**src/rtl/btn_event_ctrl_if.sv**
```systemverilog
// Event channel between btn_event_ctrl and its consumer.
// The master side holds the event; the slave side accepts it with i_Evt_Ready.
interface btn_event_ctrl_if;
  logic       o_Evt_Valid;
  logic [1:0] o_Evt_Code;
  logic       i_Evt_Ready;

  modport master (output o_Evt_Valid, output o_Evt_Code, input i_Evt_Ready);
  modport slave  (input o_Evt_Valid, input o_Evt_Code, output i_Evt_Ready);
endinterface

```
**src/rtl/btn_event_ctrl.sv**
```systemverilog
// Button event sequencer: turns a debounced level into PRESS/RELEASE/LONG(/REPEAT) events.
// Optional auto-repeat is enabled by defining BTN_AUTO_REPEAT_EN.
//
// state       | meaning
// S_IDLE      | button released, waiting for a rising edge
// S_HELD      | pressed, counting towards the long-press threshold
// S_REPEAT    | long press seen, emitting REPEAT every REPEAT_CYCLES (auto-repeat build)
// S_LONG_HOLD | long press seen, waiting only for release (default build)
module btn_event_ctrl #(
  parameter int LONG_PRESS_CYCLES = 25000000,
  parameter int REPEAT_CYCLES     = 5000000
) (
  input  logic                 i_Clk,
  input  logic                 i_Rst_L,
  input  logic                 i_Debounced,
  input  logic                 i_Clr_Overflow,
  output logic                 o_Overflow,
  output logic [1:0]           o_State,
  btn_event_ctrl_if.master     evt
);

  localparam int CNT_W = $clog2(LONG_PRESS_CYCLES);
  localparam logic [CNT_W-1:0] LONG_TC = CNT_W'(LONG_PRESS_CYCLES - 1);

  localparam logic [1:0] EV_PRESS   = 2'd0;
  localparam logic [1:0] EV_RELEASE = 2'd1;
  localparam logic [1:0] EV_LONG    = 2'd2;

  // Parameter sanity checks resolved at elaboration time.
  if (LONG_PRESS_CYCLES < 2) begin : g_bad_long
    $error("LONG_PRESS_CYCLES must be at least 2");
  end
  if (REPEAT_CYCLES < 2 || REPEAT_CYCLES > LONG_PRESS_CYCLES) begin : g_bad_rep
    $error("REPEAT_CYCLES must be in 2..LONG_PRESS_CYCLES");
  end

`ifdef BTN_AUTO_REPEAT_EN
  localparam logic [CNT_W-1:0] REP_TC    = CNT_W'(REPEAT_CYCLES - 1);
  localparam logic [1:0]       EV_REPEAT = 2'd3;
  typedef enum logic [1:0] {S_IDLE = 2'd0, S_HELD = 2'd1, S_REPEAT = 2'd2} state_t;
`else
  typedef enum logic [1:0] {S_IDLE = 2'd0, S_HELD = 2'd1, S_LONG_HOLD = 2'd2} state_t;
`endif

  state_t           state, state_nxt;
  logic [CNT_W-1:0] cnt, cnt_nxt;
  logic             r_Prev;
  logic             rise, fall;
  logic             gen;
  logic [1:0]       gen_code;

  assign rise    = i_Debounced & ~r_Prev;
  assign fall    = ~i_Debounced & r_Prev;
  assign o_State = state;

  always_ff @(posedge i_Clk or negedge i_Rst_L) begin
    if (!i_Rst_L) begin
      state  <= S_IDLE;
      cnt    <= '0;
      r_Prev <= 1'b0;
    end else begin
      state  <= state_nxt;
      cnt    <= cnt_nxt;
      r_Prev <= i_Debounced;
    end
  end

  // Release always wins over a terminal count seen in the same cycle.
  always_comb begin
    state_nxt = state;
    cnt_nxt   = cnt;
    gen       = 1'b0;
    gen_code  = EV_PRESS;
    case (state)
      S_IDLE: begin
        if (rise) begin
          gen       = 1'b1;
          gen_code  = EV_PRESS;
          state_nxt = S_HELD;
          cnt_nxt   = '0;
        end
      end
      S_HELD: begin
        if (fall) begin
          gen       = 1'b1;
          gen_code  = EV_RELEASE;
          state_nxt = S_IDLE;
          cnt_nxt   = '0;
        end else if (cnt == LONG_TC) begin
          gen       = 1'b1;
          gen_code  = EV_LONG;
`ifdef BTN_AUTO_REPEAT_EN
          state_nxt = S_REPEAT;
`else
          state_nxt = S_LONG_HOLD;
`endif
          cnt_nxt   = '0;
        end else begin
          cnt_nxt = cnt + 1'b1;
        end
      end
`ifdef BTN_AUTO_REPEAT_EN
      S_REPEAT: begin
        if (fall) begin
          gen       = 1'b1;
          gen_code  = EV_RELEASE;
          state_nxt = S_IDLE;
          cnt_nxt   = '0;
        end else if (cnt == REP_TC) begin
          gen      = 1'b1;
          gen_code = EV_REPEAT;
          cnt_nxt  = '0;
        end else begin
          cnt_nxt = cnt + 1'b1;
        end
      end
`else
      S_LONG_HOLD: begin
        if (fall) begin
          gen       = 1'b1;
          gen_code  = EV_RELEASE;
          state_nxt = S_IDLE;
          cnt_nxt   = '0;
        end
      end
`endif
      default: begin
        state_nxt = S_IDLE;
        cnt_nxt   = '0;
      end
    endcase
  end

  // Single-entry holding register; a new event arriving while the slot is stalled is dropped.
  always_ff @(posedge i_Clk or negedge i_Rst_L) begin
    if (!i_Rst_L) begin
      evt.o_Evt_Valid <= 1'b0;
      evt.o_Evt_Code  <= 2'd0;
      o_Overflow      <= 1'b0;
    end else begin
      if (gen && (!evt.o_Evt_Valid || evt.i_Evt_Ready)) begin
        evt.o_Evt_Valid <= 1'b1;
        evt.o_Evt_Code  <= gen_code;
      end else if (evt.o_Evt_Valid && evt.i_Evt_Ready) begin
        evt.o_Evt_Valid <= 1'b0;
      end
      if (gen && evt.o_Evt_Valid && !evt.i_Evt_Ready) begin
        o_Overflow <= 1'b1;
      end else if (i_Clr_Overflow) begin
        o_Overflow <= 1'b0;
      end
    end
  end

endmodule

```
**src/flat_wrapper.sv**
```systemverilog
// flat-port wrapper written by rule: the top's interface ports become plain ports
module btn_event_ctrl_flat 
#(
  parameter int LONG_PRESS_CYCLES = 25000000,
  parameter int REPEAT_CYCLES     = 5000000
)
  (i_Clk, i_Rst_L, i_Debounced, i_Clr_Overflow, o_Overflow, o_State, evt_o_Evt_Valid, evt_o_Evt_Code, evt_i_Evt_Ready);
  btn_event_ctrl_if evt_i ();
  input  logic i_Clk;
  input  logic i_Rst_L;
  input  logic i_Debounced;
  input  logic i_Clr_Overflow;
  output logic o_Overflow;
  output logic [1:0] o_State;
  output wire logic [$bits(evt_i.o_Evt_Valid)-1:0] evt_o_Evt_Valid;
  output wire logic [$bits(evt_i.o_Evt_Code)-1:0] evt_o_Evt_Code;
  input wire logic [$bits(evt_i.i_Evt_Ready)-1:0] evt_i_Evt_Ready;
  assign evt_o_Evt_Valid = evt_i.o_Evt_Valid;
  assign evt_o_Evt_Code = evt_i.o_Evt_Code;
  assign evt_i.i_Evt_Ready = evt_i_Evt_Ready;
  btn_event_ctrl #(.LONG_PRESS_CYCLES(LONG_PRESS_CYCLES), .REPEAT_CYCLES(REPEAT_CYCLES)) u_core (.i_Clk(i_Clk), .i_Rst_L(i_Rst_L), .i_Debounced(i_Debounced), .i_Clr_Overflow(i_Clr_Overflow), .o_Overflow(o_Overflow), .o_State(o_State), .evt(evt_i));
endmodule
```
**config.mk**
```make
export PLATFORM = sky130hd
export DESIGN_NAME = btn_event_ctrl_flat
export DESIGN_NICKNAME = d
export VERILOG_FILES = /design/src/rtl/btn_event_ctrl_if.sv /design/src/rtl/btn_event_ctrl.sv /design/src/flat_wrapper.sv
export SDC_FILE = /design/constraint.sdc
export NUM_CORES = 1
export LEC_CHECK = 0
export CELL_PAD_IN_SITES_DETAIL_PLACEMENT = 1
export CELL_PAD_IN_SITES_GLOBAL_PLACEMENT = 1
export CORE_MARGIN = 3
export CORE_UTILIZATION = 31
export DETAILED_ROUTE_END_ITERATION = 16
export DONT_BUFFER_PORTS = 1
export HOLD_SLACK_MARGIN = 0.1
export PLACE_DENSITY_LB_ADDON = 0.12
export SLEW_MARGIN = 5
export SYNTH_ARGS = -nofsm -noshare
export SYNTH_HDL_FRONTEND = slang
export SYNTH_SLANG_ARGS = --single-unit
```
**constraint.sdc**
```tcl
create_clock -name i_Clk -period 2.7 [get_ports i_Clk]
set_clock_uncertainty 0.15 [all_clocks]
set_input_delay 0.27 -clock i_Clk [delete_from_list [all_inputs] [get_ports i_Clk]]
set_output_delay 0.27 -clock i_Clk [all_outputs]
set_load 0.005 [all_outputs]
```
==> summary.txt <==
Worst setup path
  • Number of cells on the worst reg-to-reg path: 5
  • Reg2Reg Setup Slack: 180 ps
  • CP arrival: 2530 ps
  • Crit end category: register
  • Startpoint Class: register
  • Worst r2r dst: u_core.cnt[9]
  • CP required: 2710 ps
  • R2R Path Start: u_core.cnt[9]
  • Crit Path Class: reg -> reg
  • Critical-path maximum fanout: 8

Power and ir drop
  • Leak Pwr: 0.869 nW
  • Cell-internal power: 859 uW
  • Pwr dens: 655 nW/um^2
  • Clock share of power: 28.7%
  • Sw Share: 36.3%
  • Reg power frac: 41.3%
  • Worst vdd ir: 0.287 mV
  • Comb power frac: 30.0%
  • Switching power: 490 uW

Logic synthesis
  • Mapped Avg Cell Area: 8.97 sq um
  • Area leader, netlist: dfrtp_1
  • Yosys reg bits: 32
  • Post-Syn Instances: 199
  • Post-synthesis sequential area ratio: 44.9%
  • Ys Warns: 0
  • Number of synthesized flops with an enable pin: 0
  • Top-count cell post-synth: dfrtp_1
  • Post-synth top area share: 44.9%
  • Asr flop ratio synth: 100%
  • Synth area leaders: dfrtp_1, a21oi_1, ha_1, nand3_1, nand2_1
  • Post-synth top cells: dfrtp_1, nand2_1, a21oi_1, inv_1, nor2_1
  • Top FF cell, synth: dfrtp_1
  • Cell area after synthesis: 1780 sq um
  • Synth cell types: 40
  • Syn Nets: 209

Clocking
  • Postcts setup bufs: 0
  • Max Root-Sink Buffers: 2
  • Post-CTS Resized: 0
  • CTS clk-pin slew, worst paths: 70 ps
  • Clk Latency, worst-skew pair: 280 ps
  • Hold-fix buffers at CTS: 4
  • Clock Root Buffer: clkbuf_8
  • CTS Sinks: 32
  • CTS buffer count: 5
  • H-tree level count: 2
  • CTS tree: yes

Hold path
  • Hold Path Cell Cnt: 2
  • Hold Path Origin: evt_i_Evt_Ready
  • Hold EP: u_core.evt.o_Evt_Valid
  • Worst hold-check path type: in -> reg

Die
  • # IOs: 11
  • Initial Util: 33.4%
  • Total core area: 5340 sq um
  • Row count: 26
  • Die area: 6700 sq um
  • Die span in y: 81.9 microns
  • Die width: 81.9 microns

STA
  • Final period util: 93.4%
  • Final worst slack: 179 ps
  • Final slew viol count: 0
  • RSZ-0062 raised after global routing: false
  • Final Critical Period: 2520 ps
  • Fin Setup TNS: 0 ps
  • Worst Tran Pin Value: 504 ps
  • Final setup viols: 0
  • Fmax achieved: 397 MHz
  • Final Hold Viols: 0
  • Relative slew slack: 66.4%

Global routing
  • First-pass GRT wire length: 8.38 mm
  • Largest net degree at the start of global routing: 33
  • GRT overflow: 0
  • Number of global-route vias before repair: 1764
  • All-Layer GR Usage: 16.0%
  • Initial antenna violation count: 0

Cells and area
  • Share of cells above drive strength 1: 11.6%
  • N_diodes: 0
  • Final net count: 225
  • Fin area: 2060 sq um
  • P&R area growth vs syn: 15.4%
  • Layout filler cell count: 647
  • Area of the multi-input gates: 897 sq um
  • Storage cell area: 801 sq um

Placement
  • Dpl ws: 194 ps
  • Placed cell area: 1920 sq um
  • RD Place Congestion: 0.793
  • Detail Placement HPWL: 3.56 mm
  • Port bufs: 0

Flow run
  • MaxCap Viol Count: 0

Run status
  • Run status: finished clean

Route
  • Routed vias/inst: 5.53
  • Routed length per placed instance: 16.5 microns
  • Starting DRT DRC Count: 68
  • Total Wirelength: 4.72 mm
  • Initial DRT Pass Iterations: 4
  • Residual DRC: 0
  • Via Count: 1581
  • Final ANT Viol Nets: 0
## worst max path at each step
stage | slack, ps | cells after the start | to | startpoint
after floorplan | 270 | 7 | u_core.cnt[9] | u_core.cnt[10]
after global placement | 260 | 6 | u_core.cnt[8] | u_core.cnt[9]
after detailed placement | 190 | 5 | u_core.cnt[9] | u_core.cnt[9]
after CTS | 180 | 5 | u_core.cnt[9] | u_core.cnt[9]
after global routing | 70 | 9 | u_core.cnt[8] | u_core.o_State[1]
final | 180 | 5 | u_core.cnt[9] | u_core.cnt[9]
## cell families after synthesis
kind of cell             count (synthesis)  synth area share, %
AND/OR/NAND/NOR                         87                 26.7
flip-flops                              32                 44.9
buffers and inverters                   19                 4.84
multiplexers                             1                0.561
adder cells (fa/ha/maj)                  5                 3.51
XOR/XNOR                                 4                 1.96
AO/OA/AOI/OAI                           51                 17.5
## worst max-delay path, cell delays in order, from the launching register on
cell and delay, ps:
dfrtp_1 440, or4_1 540, or4_4 550, o21ai_2 340
nor4_1 100, a221o_1 280
## flip-flops by register name (all words and copies together), names as in the netlist
register                count
u_core.r_Prev               1
u_core.evt.o_Evt_Valid      1
u_core.o_State              2
u_core.evt.o_Evt_Code       2
u_core.o_Overflow           1
u_core.cnt                 25
## through the flow
stage	std cells	util [%]	hold slack [ps]	power, mW
3_3_place_gp	274	35.9	-175	0.930
2_1_floorplan	199	-	-176	0.818
4_1_cts	286	38.6	127	1.37
6_report	286	38.6	137	1.35
5_1_grt	286	38.6	175	1.44
3_5_place_dp	274	35.9	-175	0.959
## power groups by stage
stage	Combinational (mW)	Clock [mW]	Sequential, mW
2_1_floorplan	0.263	0	0.555
3_3_place_gp	0.368	0	0.562
3_5_place_dp	0.392	0	0.568
4_1_cts	0.411	0.405	0.558
5_1_grt	0.460	0.417	0.564
6_report	0.404	0.387	0.557
## routing by layer
metal | vias to the layer above | GRT usage, % | part of all wire, %
met3 | 7 | 3.29 | 2.5
li1 | 764 | - | -
met1 | 792 | 20.7 | 48
met4 | 0 | 4.32 | 1.1
met2 | 18 | 27.1 | 48
met5 | - | 0 | 0
## cell usage in the layout, fill, tap and decap left out, types with 6 or more instances in the layout
| cell | count |
|---|---|
| nand2_1 | 15 |
| o21ai_1 | 11 |
| inv_1 | 13 |
| dfrtp_1 | 32 |
| nand4_1 | 7 |
| nor2_1 | 13 |
| a21oi_1 | 13 |
| buf_4 | 11 |
| or3_1 | 9 |
| clkbuf_8 | 6 |
| nand3_1 | 12 |
| o21ai_0 | 8 |
## cell type report
cell class / instances / area share [%]
timing repair buffer: 15 / 6.44
multi-input combinational: 148 / 43.6
tap: 70 / 4.25
clock buffer: 6 / 4.01
sequential: 32 / 38.9
clock inverter: 2 / 0.486
inverter: 13 / 2.37
No activity file was read; power rests on OpenSTA's default activity.
